## config.mk

```make
export PLATFORM = sky130hd
export DESIGN_NAME = car_lane_renderer
export DESIGN_NICKNAME = d
export VERILOG_FILES = /design/src/rtl/car_lane_renderer_pkg.sv /design/src/rtl/car_lane_renderer_car_hit_test.sv /design/src/rtl/car_lane_renderer.sv
export SDC_FILE = /design/constraint.sdc
export NUM_CORES = 1
export LEC_CHECK = 0
export CORE_MARGIN = 4
export CORE_UTILIZATION = 50
export DETAILED_ROUTE_END_ITERATION = 16
export GPL_TIMING_DRIVEN = 0
export MAX_ROUTING_LAYER = met4
export PLACE_DENSITY = 0.77
export SKIP_LAST_GASP = 1
export SLEW_MARGIN = 10
export SYNTH_ARGS = -nofsm -noshare
export SYNTH_HDL_FRONTEND = slang
export SYNTH_SLANG_ARGS = --single-unit
```

## constraint.sdc

```tcl
create_clock -name Clk -period 4.8 [get_ports Clk]
set_input_delay 0.96 -clock Clk [delete_from_list [all_inputs] [get_ports Clk]]
set_output_delay 0.96 -clock Clk [all_outputs]
set_load 0.03 [all_outputs]
```

## src/rtl/car_lane_renderer_pkg.sv

```systemverilog
// Purpose: shared game constants, lane FSM state type and a modular-add helper.
// Latency: n/a (package only).
// Backpressure: n/a (package only).
package car_lane_renderer_pkg;

    localparam int SPRITE_W = 24;
    localparam int SCREEN_W = 640;
    localparam int WRAP     = SCREEN_W + SPRITE_W;

    typedef enum logic {
        STOP = 1'b0,
        RUN  = 1'b1
    } lane_state_t;

    // (a + b) mod WRAP, valid when both operands are already below WRAP
    function automatic logic [9:0] wrap_add(input logic [9:0] a, input logic [9:0] b);
        logic [10:0] sum;
        sum = {1'b0, a} + {1'b0, b};
        if (sum >= 11'(WRAP)) begin
            sum = sum - 11'(WRAP);
        end
        return sum[9:0];
    endfunction

endpackage

```

## src/rtl/car_lane_renderer_car_hit_test.sv

```systemverilog
// Purpose: hit test of one car sprite against the current pixel, with sprite-local offsets.
// Latency: combinational.
// Backpressure: none; pure function of its inputs.
module car_hit_test
    import car_lane_renderer_pkg::*;
#(
    parameter logic [9:0] LANE_Y = 10'd216
) (
    input  logic [9:0] pos,
    input  logic [9:0] draw_x,
    input  logic [9:0] draw_y,
    output logic       hit,
    output logic [5:0] dx,
    output logic [5:0] dy
);

    logic [10:0] xs;
    logic [10:0] ys;
    logic [10:0] p;
    logic [10:0] ly;

    // pos is the sprite's right-shifted left edge, so compare against DrawX+24 to stay unsigned
    assign xs = {1'b0, draw_x} + 11'(SPRITE_W);
    assign ys = {1'b0, draw_y};
    assign p  = {1'b0, pos};
    assign ly = {1'b0, LANE_Y};

    assign hit = (p <= xs) && (xs < p + 11'(SPRITE_W)) &&
                 (ly <= ys) && (ys < ly + 11'(SPRITE_W));

    // offsets are forced to 0 off-sprite so the priority mux can pass them through blindly
    assign dx = hit ? 6'(xs - p) : 6'd0;
    assign dy = hit ? 6'(ys - ly) : 6'd0;

endmodule

```

## src/rtl/car_lane_renderer.sv

```systemverilog
// Purpose: scrolls a lane of NUM_CARS cars and renders their sprite pixels via an external ROM.
// Latency: 2 Clk from DrawX/DrawY to pixel_on/pixel_idx; ROM address 1 Clk after DrawX/DrawY.
// Backpressure: none; free-running pixel pipeline, one pixel accepted every cycle.
module car_lane_renderer
    import car_lane_renderer_pkg::*;
#(
    parameter logic [9:0] LANE_Y   = 10'd216,
    parameter int         NUM_CARS = 3,
    parameter logic [9:0] SPACING  = 10'd220,
    parameter logic [9:0] START_X  = 10'd0
) (
    input  logic       Clk,
    input  logic       Reset,
    input  logic       frame_tick,
    input  logic       enable,
    input  logic [2:0] speed,
    input  logic [9:0] DrawX,
    input  logic [9:0] DrawY,
    output logic [5:0] rom_dx,
    output logic [5:0] rom_dy,
    input  logic [7:0] rom_data,
    output logic       pixel_on,
    output logic [7:0] pixel_idx
);

    lane_state_t          state;
    logic [9:0]           x0;
    logic [NUM_CARS-1:0]  car_hit;
    logic [5:0]           car_dx [NUM_CARS];
    logic [5:0]           car_dy [NUM_CARS];
    logic                 sel_hit;
    logic [5:0]           sel_dx;
    logic [5:0]           sel_dy;
    logic                 hit_q;

    // Lane FSM and base position; a tick moves the lane only if the state was already RUN
    always_ff @(posedge Clk or posedge Reset) begin
        if (Reset) begin
            state <= STOP;
            x0    <= START_X;
        end else begin
            if (state == RUN && frame_tick) begin
                x0 <= wrap_add(x0, {7'd0, speed});
            end
            state <= enable ? RUN : STOP;
        end
    end

    for (genvar i = 0; i < NUM_CARS; i++) begin : g_car
        // per-car offset folded into range at elaboration so the runtime add needs one wrap step
        localparam logic [9:0] OFFSET = 10'((i * int'(SPACING)) % WRAP);
        logic [9:0] pos;

        assign pos = wrap_add(x0, OFFSET);

        car_hit_test #(
            .LANE_Y (LANE_Y)
        ) u_hit (
            .pos    (pos),
            .draw_x (DrawX),
            .draw_y (DrawY),
            .hit    (car_hit[i]),
            .dx     (car_dx[i]),
            .dy     (car_dy[i])
        );
    end

    // Priority select: walk from the highest index down so the lowest-index car wins overlaps
    always_comb begin
        sel_hit = 1'b0;
        sel_dx  = 6'd0;
        sel_dy  = 6'd0;
        for (int i = NUM_CARS - 1; i >= 0; i--) begin
            if (car_hit[i]) begin
                sel_hit = 1'b1;
                sel_dx  = car_dx[i];
                sel_dy  = car_dy[i];
            end
        end
    end

    // Stage 1: present the ROM address and carry the hit flag alongside the ROM lookup
    always_ff @(posedge Clk or posedge Reset) begin
        if (Reset) begin
            rom_dx <= 6'd0;
            rom_dy <= 6'd0;
            hit_q  <= 1'b0;
        end else begin
            rom_dx <= sel_dx;
            rom_dy <= sel_dy;
            hit_q  <= sel_hit;
        end
    end

    // Stage 2: palette index 0 is transparent, so it never turns the pixel on
    always_ff @(posedge Clk or posedge Reset) begin
        if (Reset) begin
            pixel_on  <= 1'b0;
            pixel_idx <= 8'd0;
        end else begin
            pixel_on  <= hit_q && (rom_data != 8'd0);
            pixel_idx <= (hit_q && (rom_data != 8'd0)) ? rom_data : 8'd0;
        end
    end

endmodule

```

# Word-level counts from Yosys, hierarchy flattened
# Index checks and enable logic that the tools add are counted.
op_classes:
  addsub: 15
  multipliers: 0
  div: 0
  n_lt_le_gt_ge: 12
  eq_ne: 0
  shifts: 0
  muxes: 15
  n_bitwise: 0
  reduce_logical: 12
op_table:
  columns: ["op", "n"]
  rows:
  - ["10-bit by 5-bit adder with 11-bit output, second input constant", 4]
  - ["10-bit 2-to-1 mux", 4]
  - ["10-bit subtractor, second input constant", 4]
  - ["6-bit 2-to-1 mux", 6]
  - ["11-bit by 10-bit greater-or-equal comparator with 1-bit output, second input constant", 3]
  - ["10-bit by 11-bit <= comparator with 1-bit output", 3]
  - ["11-bit less-than comparator", 3]
  - ["6-bit subtractor", 3]
  - ["10-bit by 3-bit adder with 11-bit output", 1]
  - ["10-bit by 8-bit adder with 11-bit output, second input constant", 1]
  - ["10-bit by 9-bit adder with 11-bit output, second input constant", 1]
  - ["1-bit logical AND", 11]
  - ["10-bit greater-or-equal comparator, second input constant", 1]
  - ["8-bit by 10-bit <= comparator with 1-bit output, first input constant", 1]
  - ["10-bit by 8-bit less-than comparator with 1-bit output, second input constant", 1]
  - ["8-bit 2-to-1 mux", 1]
  - ["8-bit nonzero test", 1]
  - ["6-bit by 5-bit subtractor with 6-bit output, second input constant", 1]
  - ["1-bit 2-to-1 mux", 4]
word_totals:
  ff_bits: 33
  latch_bits: 0
  ramBits: 0
  mem_bits_ro: 0
  out_inout_bits: 21
  elab_cells: 61
  memories: 0

# Logic depth before layout (Yosys ltp)
depth:
  word_depth: 11
  ltp_mapped: 22
  mapped_depth_nobuf: 20

# Cells and area by module
# Synthesis repeated with hierarchy kept, for this count alone.
unflattened:
  cells_unflattened: 741
  hier_area_um2: 5705.5
modules_own_cells:
  columns: ["mod", "instances", "cells_per_inst", "area_per_inst_um2", "seq_area_each_um2"]
  rows:
  - ["car_hit_test", 3, 134, 959.7, 0.0]
  - ["car_lane_renderer", 1, 339, 2826.5, 825.8]

# Worst setup path before layout
# Ideal clock, no wire load.
synth_timing:
  path_type: "register to register"
  start: "reg x0[3]"
  end: "reg rom_dx[4]"
  setup_time_ns: 0.082
  arrival_ns: 4.651
  path_slack_ns: 0.067
  stages_incl_launch_ff: 20
  path_buffers: 2
  synth_period_minus_slack_ns: 4.733
  cell_sequence: "dfrtp_1 > buf_6 > inv_1 > ha_1 > clkbuf_1 > inv_1 > ha_1 > or4_1 > o31a_2 > o211ai_4 > nand2_4 > mux2i_4 > and4_4 > or2_1 > ha_1 > and4_1 > a211oi_1 > o2111ai_1 > or3b_2 > a31oi_1"
synth_via:
  elab_chain_len: 11
  elab_cells_between_ends: 35
synth_lines:
  columns: ["item", "line", "source"]
  rows:
  - ["from (decl)", "car_lane_renderer.sv:27", "logic [9:0] x0;"]
  - ["from (signal assigned)", "car_lane_renderer.sv:43", "x0 <= wrap_add(x0, {7'd0, speed});"]
  - ["10-bit by 9-bit adder with 11-bit output", "car_lane_renderer_pkg.sv:18", "sum = {1'b0, a} + {1'b0, b};"]
  - ["10-bit subtractor / 11-bit by 10-bit greater-or-equal comparator with 1-bit output (equally long branches)", "car_lane_renderer_pkg.sv:20, car_lane_renderer_pkg.sv:19", null]
  - ["10-bit 2-to-1 mux", "car_lane_renderer_pkg.sv:19", "if (sum >= 11'(WRAP)) begin"]
  - ["10-bit by 5-bit adder with 11-bit output", "car_lane_renderer_car_hit_test.sv:28", "assign hit = (p <= xs) && (xs < p + 11'(SPRITE_W)) &&"]
  - ["11-bit less-than comparator", "car_lane_renderer_car_hit_test.sv:28", null]
  - ["1-bit logical AND (2 in a row)", "car_lane_renderer_car_hit_test.sv:28", null]
  - ["1-bit logical AND", "car_lane_renderer_car_hit_test.sv:29", "(ly <= ys) && (ys < ly + 11'(SPRITE_W));"]
  - ["6-bit 2-to-1 mux (2 in a row)", "car_lane_renderer.sv:74", "if (car_hit[i]) begin"]
  - ["6-bit 2-to-1 mux *", "car_lane_renderer.sv:74", null]
  - ["named net sel_dx[4]", "car_lane_renderer.sv:32", "logic [5:0] sel_dx;"]
  - ["to (signal assigned)", "car_lane_renderer.sv:89", "rom_dx <= sel_dx;"]
  - ["to (decl)", "car_lane_renderer.sv:19", "output logic [5:0] rom_dx,"]
# The timed path passes the listed nets; every way through them passes the cells marked *.
# A chain may end at the register's enable or synchronous reset.

# Worst setup path after layout
layout_timing:
  start: "reg x0[3]"
  end: "reg rom_dx[5]"
# The elaborated chain is that of the path after synthesis.

==> results_dict.tcl <==
set metrics [dict create \
    worst_skew_pair.late_latency_ns 0.31 \
    seq_area_frac_synth_pct 16.9 \
    synth_seq_cells 33 \
    io_buffer_count 55 \
    crit_required_ns 5.02 \
    cts.path.max_buffers 2 \
    fillers 821 \
    synth_mux_area_share_pct 1.92 \
    wl_per_cell_um 17.9 \
    yosysUniqueCellTypes 89 \
    outcome "finished clean" \
    core_um2 9370 \
    synthSimpleGateAreaFrac_pct 22.7 \
    first_pass_iters 5 \
    total_power_mw 4.25 \
    synth_edf_count 0 \
    setup_viol 0 \
    drc 0 \
    vias 4857 \
    yosys_warnings 0 \
    worstSetupEndpointType "flip-flop" \
    final_core_util_pct 65.6 \
    syn-num-nets 706 \
    maxSlewViolCount 0 \
    numCtsBuffers 5 \
    cts_tree "yes" \
    ant_nets 0 \
    grt_pass1_vias 4778 \
    crit_path_start_kind "flip-flop" \
    synth_compound_area_share_pct 22.1 \
    whs_ns 0.627 \
    dp_hpwl_um 11200 \
    die_width_um 107 \
    syn_inst 599 \
    syn-cell-area_um2 4890 \
    synthTopCellsByCount "70 x ha_1, 57 x nor2_1, 45 x xnor2_1" \
    start_util_pct 52.2 \
    hold_viol_final 0 \
    design.die.area_um2 11400 \
    synthArstFlopShare_pct 100 \
    drtIter0Drc 441 \
    vdd_drop_max_mv 0.381 \
    hold_path_class "reg -> reg" \
    ys.flop_type "dfrtp_1" \
    synth_xor_xnor_area_share_pct 11.4 \
    fin_worst_skew_ns 0.00940 \
    path_class "reg -> reg" \
    placed_cell_area_um2 5600 \
    synth_fa_ha_area_share_pct 18.7 \
    yosysTopAreaCell "ha_1" \
    io_pins 56 \
    gr-usage-all-layers_pct 25.9 \
    p_leak_nw 2.72 \
    drt_wl_total_um 14600 \
    path_delay_family "compound AO/OA/AOI/OAI gates" \
    final.period_utilization_pct 97.2 \
    global_route.overflow_total 0 \
    cts_sinks 33 \
    cts_root_buffer "clkbuf_8" \
    die_y_um 107 \
    grt_max_degree 34 \
    h-tree-depth 2 \
    crit_chain "buf_6, clkinvlp_4, ha_4, xnor2_4, inv_2, ha_4, or4_4, o31a_4, o211ai_4, buf_4, a21oi_1, xnor2_1, ha_1, o21a_1, o21ai_0, a31oi_1, o41ai_2, o2111ai_2, buf_4, nand2b_1, o221ai_2" \
    fmax_ghz 0.214 \
    synth.most_common_cell "ha_1" \
    vias_per_cell 5.96 \
    worst_pin_slew_ns 0.779 \
    synth_top_family_by_area "simple AND/OR/NAND/NOR gates" \
    grt_pass1_wl_um 23300 \
    rows 35 \
    drive_gt1_share_pct 16.2 \
    area_growth_pct 25.7 \
    fin_area_um2 6140 \
    gp_congestion 0.923 \
    powerDensity_nw_per_um2 692 \
    clk_pin_slew_ns 0.09 \
    crit_buf_inv 5 \
    antenna_cells 0 \
    antenna_found_initial 0 \
    critPathSlowestCell "or4_4" \
    slew_headroom_pct 48.0 \
    fin_nets 792 \
    finalCriticalPeriod_ns 4.66 \
    worstPathArrival_ns 4.88 \
    max_stage_delay_ns 0.48 \
    crit_fanout 6 \
    cap_violations 0 \
    synth_top_area_share_pct 17.9 \
    syn_avg_cell_area_um2 8.16 \
    synthTopCellsByArea "ha_1 18%, dfrtp_1 17%, xnor2_1 8.1%, nor2_1 4.4%, o21ai_0 3.1%" \
]
## layout by cell type, fill, tap and decap left out, types with 6 or more instances in the layout
master,count
nor2_1,55
nand2b_1,8
dfrtp_1,32
xor2_1,14
and2_1,15
ha_1,67
nand2_1,37
o21ai_0,30
nor4_1,9
buf_2,11
clkdlybuf4s50_1,54
a21oi_1,25
xnor2_1,41
nor2b_1,10
mux2i_1,6
a21o_1,7
nor3_1,15
inv_1,33
nand3_1,13
o21a_1,9
buf_4,28
## path summary, 6_finish.rpt
path                       startpoint         to  slack [ns]  depth (start not counted)
max                             x0[3]  rom_dx[5]        0.14                         21
min                             state      x0[8]        0.63                          2
max reg2reg                     x0[3]  rom_dx[5]        0.14                         21
min reg2reg                     state      x0[8]        0.63                          2
max in group asynchronous       Reset      x0[2]        3.20                          2
min in group asynchronous       Reset  rom_dx[0]        1.10                          2
## logic make-up after synthesis
family          after synthesis
fa+ha+maj                    72
compound gates              148
simple gates                208
buf+inv                      66
other cells                   1
xor+xnor                     63
flops                        33
mux                           8
## stage by stage
stage	TNS (ns)	instances	setup slack (ns)
after floorplan	0	599	0.0666
after global placement	-10.60	783	-0.911
after detailed placement	-11.32	783	-0.976
after CTS	0	798	0.00576
after global routing	-0.101	815	-0.0412
final	0	815	0.136
## routing by layer
layer	global-route usage, %	wire (um)	part of all wire (%)	up-vias
met2	43.4	7100	49	185
met3	3.25	778	5.3	44
met1	31.7	6210	42	2302
met4	10.2	528	3.6	0
met5	-	0	0	-
li1	-	-	-	2326
## worst register-to-register path, stage by stage, from the launching register on
cell and delay, ns:
dfrtp_1 0.36, buf_6 0.11, clkinvlp_4 0.12, ha_4 0.20
xnor2_4 0.16, inv_2 0.08, ha_4 0.19, or4_4 0.49
o31a_4 0.15, o211ai_4 0.29, buf_4 0.18, a21oi_1 0.07
xnor2_1 0.16, ha_1 0.34, o21a_1 0.18, o21ai_0 0.19
a31oi_1 0.11, o41ai_2 0.30, o2111ai_2 0.26, buf_4 0.22
nand2b_1 0.17, o221ai_2 0.23
## where the power goes
group	internal, mW	leakage, nW	total [mW]	switching, mW
clock network	0.209	0.0687	0.340	0.131
logic	1.58	2.21	3.55	1.98
registers	0.317	0.441	0.355	0.0384
total	2.10	2.72	4.25	2.15
## area by class of cell
| cell class | count | area (um2) | share of cell area, % |
|---|---|---|---|
| clock inverter | 3 | 68.8 | 1.12 |
| timing repair buffer | 81 | 748 | 12.2 |
| sequential | 33 | 827 | 13.5 |
| multi-input combinational | 500 | 3970 | 64.6 |
| tap | 129 | 161 | 2.63 |
| inverter | 39 | 150 | 2.44 |
| clock buffer | 5 | 68.8 | 1.12 |
| buffer | 25 | 153 | 2.48 |
## flip-flops by register name, summed over array words and instances, names as in the netlist
name,flops
pixel_idx,8
x0,10
rom_dx,6
pixel_on,1
state,1
hit_q,1
rom_dy,6
## repair_timing
action | in CTS | in global routing
hold buffers | 0 | 0
buffers inserted | 9 | 17
pin swaps | 4 | 19
resized for setup | 22 | 23
endpoints found under the setup margin | 13 | 14
(Power assumes the default switching activity.)
